File: src/rtl/bridge_pkg.sv
// Constants and helpers shared by the UART bridge TX and RX paths.
package bridge_pkg;

  localparam logic [7:0] DEF_PREAMBLE = 8'h4D;
  localparam logic [7:0] CR           = 8'h0D;
  localparam logic [7:0] LF           = 8'h0A;

  typedef enum logic {
    ST_IDLE,
    ST_SEND
  } tx_state_t;

  // Uppercase ASCII hex digit for one nibble; the RX side decodes the inverse.
  function automatic logic [7:0] ascii_hex(input logic [3:0] nib);
    if (nib < 4'd10) return 8'h30 + {4'h0, nib};
    else             return 8'h37 + {4'h0, nib};
  endfunction

endpackage

File: src/rtl/bridge_fifo.sv
// Small synchronous FIFO holding pending response words; head is visible combinationally.
module bridge_fifo #(
  parameter  int WIDTH = 16,
  parameter  int DEPTH = 4,
  localparam int AW    = $clog2(DEPTH),
  localparam int CW    = AW + 1
) (
  input  logic             clk,
  input  logic             rst,
  input  logic             push,
  input  logic [WIDTH-1:0] din,
  input  logic             pop,
  output logic [WIDTH-1:0] dout,
  output logic             full,
  output logic             empty,
  output logic [CW-1:0]    count
);

  logic [WIDTH-1:0] mem [DEPTH];
  logic [AW-1:0]    wr_ptr_reg;
  logic [AW-1:0]    rd_ptr_reg;
  logic [CW-1:0]    count_reg;
  logic             do_push;
  logic             do_pop;

  assign empty   = (count_reg == '0);
  assign full    = (count_reg == CW'(DEPTH));
  assign do_pop  = pop && !empty;
  // A full FIFO still accepts a word when a slot frees on the same edge.
  assign do_push = push && (!full || do_pop);
  assign dout    = mem[rd_ptr_reg];
  assign count   = count_reg;

  always_ff @(posedge clk) begin
    if (do_push) mem[wr_ptr_reg] <= din;
  end

  always_ff @(posedge clk or posedge rst) begin
    if (rst) begin
      wr_ptr_reg <= '0;
      rd_ptr_reg <= '0;
      count_reg  <= '0;
    end else begin
      if (do_push) wr_ptr_reg <= wr_ptr_reg + AW'(1);
      if (do_pop)  rd_ptr_reg <= rd_ptr_reg + AW'(1);
      case ({do_push, do_pop})
        2'b10:   count_reg <= count_reg + CW'(1);
        2'b01:   count_reg <= count_reg - CW'(1);
        default: count_reg <= count_reg;
      endcase
    end
  end

endmodule

File: src/rtl/bridge_tx_stream.sv
// Buffers bus read responses and streams each as an ASCII hex frame to the UART TX core.
module bridge_tx_stream
  import bridge_pkg::*;
#(
  parameter  int          DATA_WIDTH  = 16,
  parameter  int          FIFO_DEPTH  = 4,
  parameter  logic [7:0]  PREAMBLE    = DEF_PREAMBLE,
  parameter  bit          APPEND_CRLF = 1'b1,
  localparam int          CW          = $clog2(FIFO_DEPTH) + 1
) (
  input  logic                  clk,
  input  logic                  rst,
  input  logic [DATA_WIDTH-1:0] data_i,
  input  logic                  rw_i,
  input  logic                  valid_i,
  output logic [7:0]            data_o,
  output logic                  start_o,
  input  logic                  done_i,
  output logic                  overflow_o,
  input  logic                  overflow_clr_i,
  output logic [CW-1:0]         fifo_count_o
);

  localparam int NDIG = DATA_WIDTH / 4;
  localparam int FLEN = 1 + NDIG + (APPEND_CRLF ? 2 : 0);
  // Sized so that every byte position, including CR/LF, is representable.
  localparam int IW   = $clog2(NDIG + 3);

  tx_state_t             state_reg;
  logic [DATA_WIDTH-1:0] frame_reg;
  logic [IW-1:0]         idx_reg;
  logic                  start_reg;
  logic                  overflow_reg;

  logic [DATA_WIDTH-1:0] head;
  logic                  full;
  logic                  empty;
  logic                  capture;
  logic                  last_byte;
  logic                  pop;
  logic                  drop;
  logic [7:0]            hex_char [NDIG];

  assign capture   = valid_i && !rw_i;
  assign last_byte = (state_reg == ST_SEND) && done_i && (idx_reg == IW'(FLEN - 1));
  assign pop       = !empty && ((state_reg == ST_IDLE) || last_byte);
  assign drop      = capture && full && !pop;

  bridge_fifo #(
    .WIDTH (DATA_WIDTH),
    .DEPTH (FIFO_DEPTH)
  ) u_fifo (
    .clk   (clk),
    .rst   (rst),
    .push  (capture),
    .din   (data_i),
    .pop   (pop),
    .dout  (head),
    .full  (full),
    .empty (empty),
    .count (fifo_count_o)
  );

  // Digit gi of the frame carries the nibble gi places below the MSB.
  genvar gi;
  generate
    for (gi = 0; gi < NDIG; gi++) begin : g_hex
      assign hex_char[gi] = ascii_hex(frame_reg[DATA_WIDTH-1-4*gi -: 4]);
    end
  endgenerate

  always_comb begin
    data_o = 8'h00;
    if (state_reg == ST_SEND) begin
      if (idx_reg == '0)                         data_o = PREAMBLE;
      else if (idx_reg == IW'(NDIG + 1))         data_o = CR;
      else if (idx_reg == IW'(NDIG + 2))         data_o = LF;
      for (int i = 0; i < NDIG; i++) begin
        if (idx_reg == IW'(i + 1)) data_o = hex_char[i];
      end
    end
  end

  always_ff @(posedge clk or posedge rst) begin
    if (rst) begin
      state_reg <= ST_IDLE;
      frame_reg <= '0;
      idx_reg   <= '0;
      start_reg <= 1'b0;
    end else begin
      case (state_reg)
        ST_IDLE: begin
          if (pop) begin
            frame_reg <= head;
            idx_reg   <= '0;
            start_reg <= 1'b1;
            state_reg <= ST_SEND;
          end
        end
        ST_SEND: begin
          if (done_i) begin
            if (idx_reg == IW'(FLEN - 1)) begin
              idx_reg <= '0;
              // Chain straight into the next frame so start_o never drops.
              if (pop) begin
                frame_reg <= head;
              end else begin
                start_reg <= 1'b0;
                state_reg <= ST_IDLE;
              end
            end else begin
              idx_reg <= idx_reg + IW'(1);
            end
          end
        end
        default: state_reg <= ST_IDLE;
      endcase
    end
  end

  always_ff @(posedge clk or posedge rst) begin
    if (rst)                 overflow_reg <= 1'b0;
    else if (drop)           overflow_reg <= 1'b1;
    else if (overflow_clr_i) overflow_reg <= 1'b0;
  end

  assign start_o    = start_reg;
  assign overflow_o = overflow_reg;

endmodule

File: config.mk
export PLATFORM = sky130hd
export DESIGN_NAME = bridge_tx_stream
export DESIGN_NICKNAME = d
export VERILOG_FILES = /design/src/rtl/bridge_pkg.sv /design/src/rtl/bridge_fifo.sv /design/src/rtl/bridge_tx_stream.sv
export SDC_FILE = /design/constraint.sdc
export NUM_CORES = 1
export LEC_CHECK = 0
export CAP_MARGIN = 20
export CORE_MARGIN = 4
export CORE_UTILIZATION = 55
export CTS_BUF_LIST = sky130_fd_sc_hd__clkbuf_4 sky130_fd_sc_hd__clkbuf_8
export CTS_CLUSTER_DIAMETER = 60
export DETAILED_ROUTE_END_ITERATION = 7
export HOLD_SLACK_MARGIN = 0.05
export PLACE_DENSITY_LB_ADDON = 0.05
export SLEW_MARGIN = 10
export SYNTH_ARGS = -nofsm -noshare
export SYNTH_HDL_FRONTEND = slang
export SYNTH_HIERARCHICAL = 1
export SYNTH_SLANG_ARGS = --single-unit
File: constraint.sdc
create_clock -name clk -period 3.6 [get_ports clk]
set_input_delay 0.36 -clock clk [delete_from_list [all_inputs] [get_ports clk]]
set_output_delay 0.36 -clock clk [all_outputs]
set_load 0.02 [all_outputs]
==> results.py <==
metrics = {
    "sta": {
        "max_freq_ghz": 0.3271,
        "final_hold_viol_count": 0,
        "slew_headroom": 0.4279,
        "finalCriticalPeriod_ns": 3.057,
        "setup_viol": 0,
        "period_share": 0.8493,
        "setup_tns_ns": 0,
        "worst_slew_pin_slew_ns": 0.8516,
        "slew_violations": 0,
        "finClkSkew_ns": 0.01221,
        "rsz0062_at_grt": "false",
    },
    "clock_tree": {
        "htreeDepth": 3,
        "cts.sinks": 93,
        "path_clk_slew_ns": 0.09,
        "post_cts_buffers": 0,
        "cts_root_buf": "clkbuf_8",
        "clock_path_buffers": 2,
        "cts_hold_buf": 0,
        "tritoncts": "yes",
        "cts_inserted_buffers": 9,
        "clock_latency_ns": 0.34,
        "ctsResizeCount": 0,
    },
    "global_route": {
        "met2_usage": 0.2797,
        "antenna_found_initial": 0,
        "grt_pass1_wl_um": 12700,
        "overflow": 0,
        "gr-usage-met3": 0.02812,
        "grt_max_degree": 35,
        "met1_usage": 0.2293,
        "busiest_layer": "met2",
        "grt_usage": 0.1708,
        "first_global_vias": 2575,
    },
    "power_and_ir_drop": {
        "p_sw_uw": 1404,
        "combPwrFrac": 0.388,
        "p_clk_frac": 0.206,
        "peakVddDrop_v": 0.0004242,
        "p_per_area_nw_per_um2": 814.7,
        "swShare": 0.3455,
        "p_seq_frac": 0.406,
        "p_leak_uw": 0.001802,
        "p_int_uw": 2660,
    },
    "detailed_routing": {
        "drt-initial-drc-count": 169,
        "first_pass_iters": 4,
        "drc": 0,
        "wl_um": 7615,
        "via_per_inst": 5.656,
        "vias": 2568,
        "ant_nets": 0,
        "wl_per_cell_um": 16.77,
    },
    "critical_path": {
        "critPathMaxFanout": 14,
        "path_cells": "inv_2 -> ha_1 -> a2111o_1 -> a31oi_1 -> clkdlybuf4s50_1",
        "crit_path_start_kind": "register",
        "cp_slowest_stage_delay_ns": 0.62,
        "cp-end-kind": "primary output",
        "critical-path-slowest-cell": "clkdlybuf4s50_1",
        "path_class": "reg -> out",
        "arrival_ns": 2.70,
        "crit_required_ns": 3.24,
    },
    "placed_design": {
        "place_congestion": 0.7929,
        "io_buffers": 33,
        "dp_hpwl_um": 5244,
    },
    "yosys": {
        "synth_edf_count": 64,
        "yosysSeqAreaShare": 0.6126,
        "post_synth.cell_area_avg_sq_um": 13.76,
        "synth_compound_area_frac": 0.1031,
        "syn_area_sq_um": 4322,
        "synth_most_common_cell": "edfxtp_1",
        "yosys.area.top_type_share": 0.4447,
        "synthTopCellsByArea": "edfxtp_1 (44%), dfrtp_1 (17%), mux4_2 (8.3%), o21ai_0 (2.7%), ha_1 (2.6%)",
        "synth_cell_type_count": 57,
        "synth_xor_area_frac": 0.01824,
        "synth-simple-area-share": 0.08917,
        "synth_common_cells": "edfxtp_1 (64), dfrtp_1 (29), o21ai_0 (23), nand2_1 (21), inv_1 (18)",
        "synth-warning-count": 6,
        "ys.flop_type": "edfxtp_1",
        "syn_nets": 346,
        "synthAdderAreaFrac": 0.03069,
        "ys_ff_latch": 93,
        "synth_top_area_cell": "edfxtp_1",
        "synthArstFlopShare": 0.3118,
        "synthCells": 314,
        "synthMuxAreaShare": 0.1077,
        "synth_top_family_by_area": "multiplexers",
    },
    "final_layout": {
        "utilization": 0.6489,
        "drive_gt1_frac": 0.1591,
        "largest_reg_flops": 64,
        "n_antenna_cell": 0,
        "nets": 379,
        "final.fill_count": 601,
        "area_growth_syn_to_layout_pct": 15.43,
    },
    "floorplanning": {
        "start_util": 0.5622,
        "core_sq_um": 7687,
        "die_area_sq_um": 9339,
        "die_w_um": 96.64,
        "die_h_um": 96.64,
        "rows": 32,
        "ios": 35,
    },
    "min_path": {
        "hold_class": "in -> async",
    },
    "run": {
        "drv_cap": 0,
    },
    "run_status": {
        "status": "finished, final reports clean",
    },
}
power groups by stage:
stage / combinational, uW / clock [uW] / sequential, uW
after global placement: 1500 / 0 / 1690
after global routing: 1740 / 914 / 1700
after CTS: 1520 / 857 / 1680
after detailed placement: 1510 / 0 / 1700
final: 1580 / 836 / 1650
after floorplan: 1190 / 0 / 1560
metal layers:
layer  part of all wire  vias up
met1               0.46     1266
met3              0.031        9
met4              0.017        0
met2               0.50       51
li1                   -     1242
met5                  0        -
final cells by class:
type	count	area, sq um	area share
well taps	102	127.6	0.02558
inverters	19	71.32	0.01430
multi-input cells	187	1511	0.3030
clock buffers	10	131.4	0.02634
clock inverters	6	118.9	0.02383
repair buffers	37	380.4	0.07625
flip-flops and latches	93	2648	0.5307
cells in the final DEF (no fill, tap or decap), types with 2 or more instances in the layout:
master / count
buf_4: 3
ha_1: 9
mux2_2: 8
and2_1: 3
clkbuf_8: 9
and2_2: 4
a31oi_1: 3
nand2_1: 21
a21o_1: 2
a21oi_1: 14
o22ai_1: 4
dfrtp_1: 29
edfxtp_1: 64
nor3b_1: 3
clkdlybuf4s50_1: 33
o21ai_0: 23
nand3_1: 7
nor2b_1: 5
nor2_1: 10
mux4_2: 16
a2111oi_0: 2
inv_1: 18
nor3_1: 9
nand2b_1: 2
o21bai_1: 3
nand3b_1: 2
a32o_1: 2
xnor2_1: 8
bufinv_16: 3
path summary, 6_finish.rpt:
kind                            startpoint                 to  slack, ns  depth (start not counted)
worst min register to register     start_o            start_o       0.50                          1
worst min-delay path                   rst    u_fifo/count[0]       0.27                          2
max in group asynchronous              rst       frame_reg[7]       2.57                          2
min in group clk                   start_o            start_o       0.50                          1
worst max register to register  idx_reg[0]  u_fifo/mem[0][15]       1.05                          6
worst max-delay path            idx_reg[2]          data_o[6]       0.54                          5
through the flow:
step,instance area [sq um],hold slack [ns],setup WS (ns),cells,power (uW)
finish,4989,0.2713,0.5425,454,4064
global route,4989,0.2774,0.3997,454,4346
CTS,4961,0.2619,0.5549,453,4058
detailed placement,4711,0.4802,0.8981,437,3215
global placement,4711,0.5001,0.9546,437,3193
floorplan,4322,0.1634,0.9981,314,2746
kinds of logic (layout without fill, tap and decap cells):
group                      count (synthesis)  count (layout)
buffers and inverters                     34              72
muxes                                     25              25
adders and majority gates                 10              10
AOI/OAI and AO/OA                         68              68
and+or+nand+nor                           74              74
xor gates and xnor gates                   9               9
DFF                                       93              93
other                                      1               1
worst max-delay path, delay by kind of cell, from the launching register on:
kind            cells  cell delay, ns
buf+inv             2            0.75
compound gates      2            0.62
flops               1            0.61
fa+ha+maj           1            0.37
No activity file was read; power rests on OpenSTA's default activity.
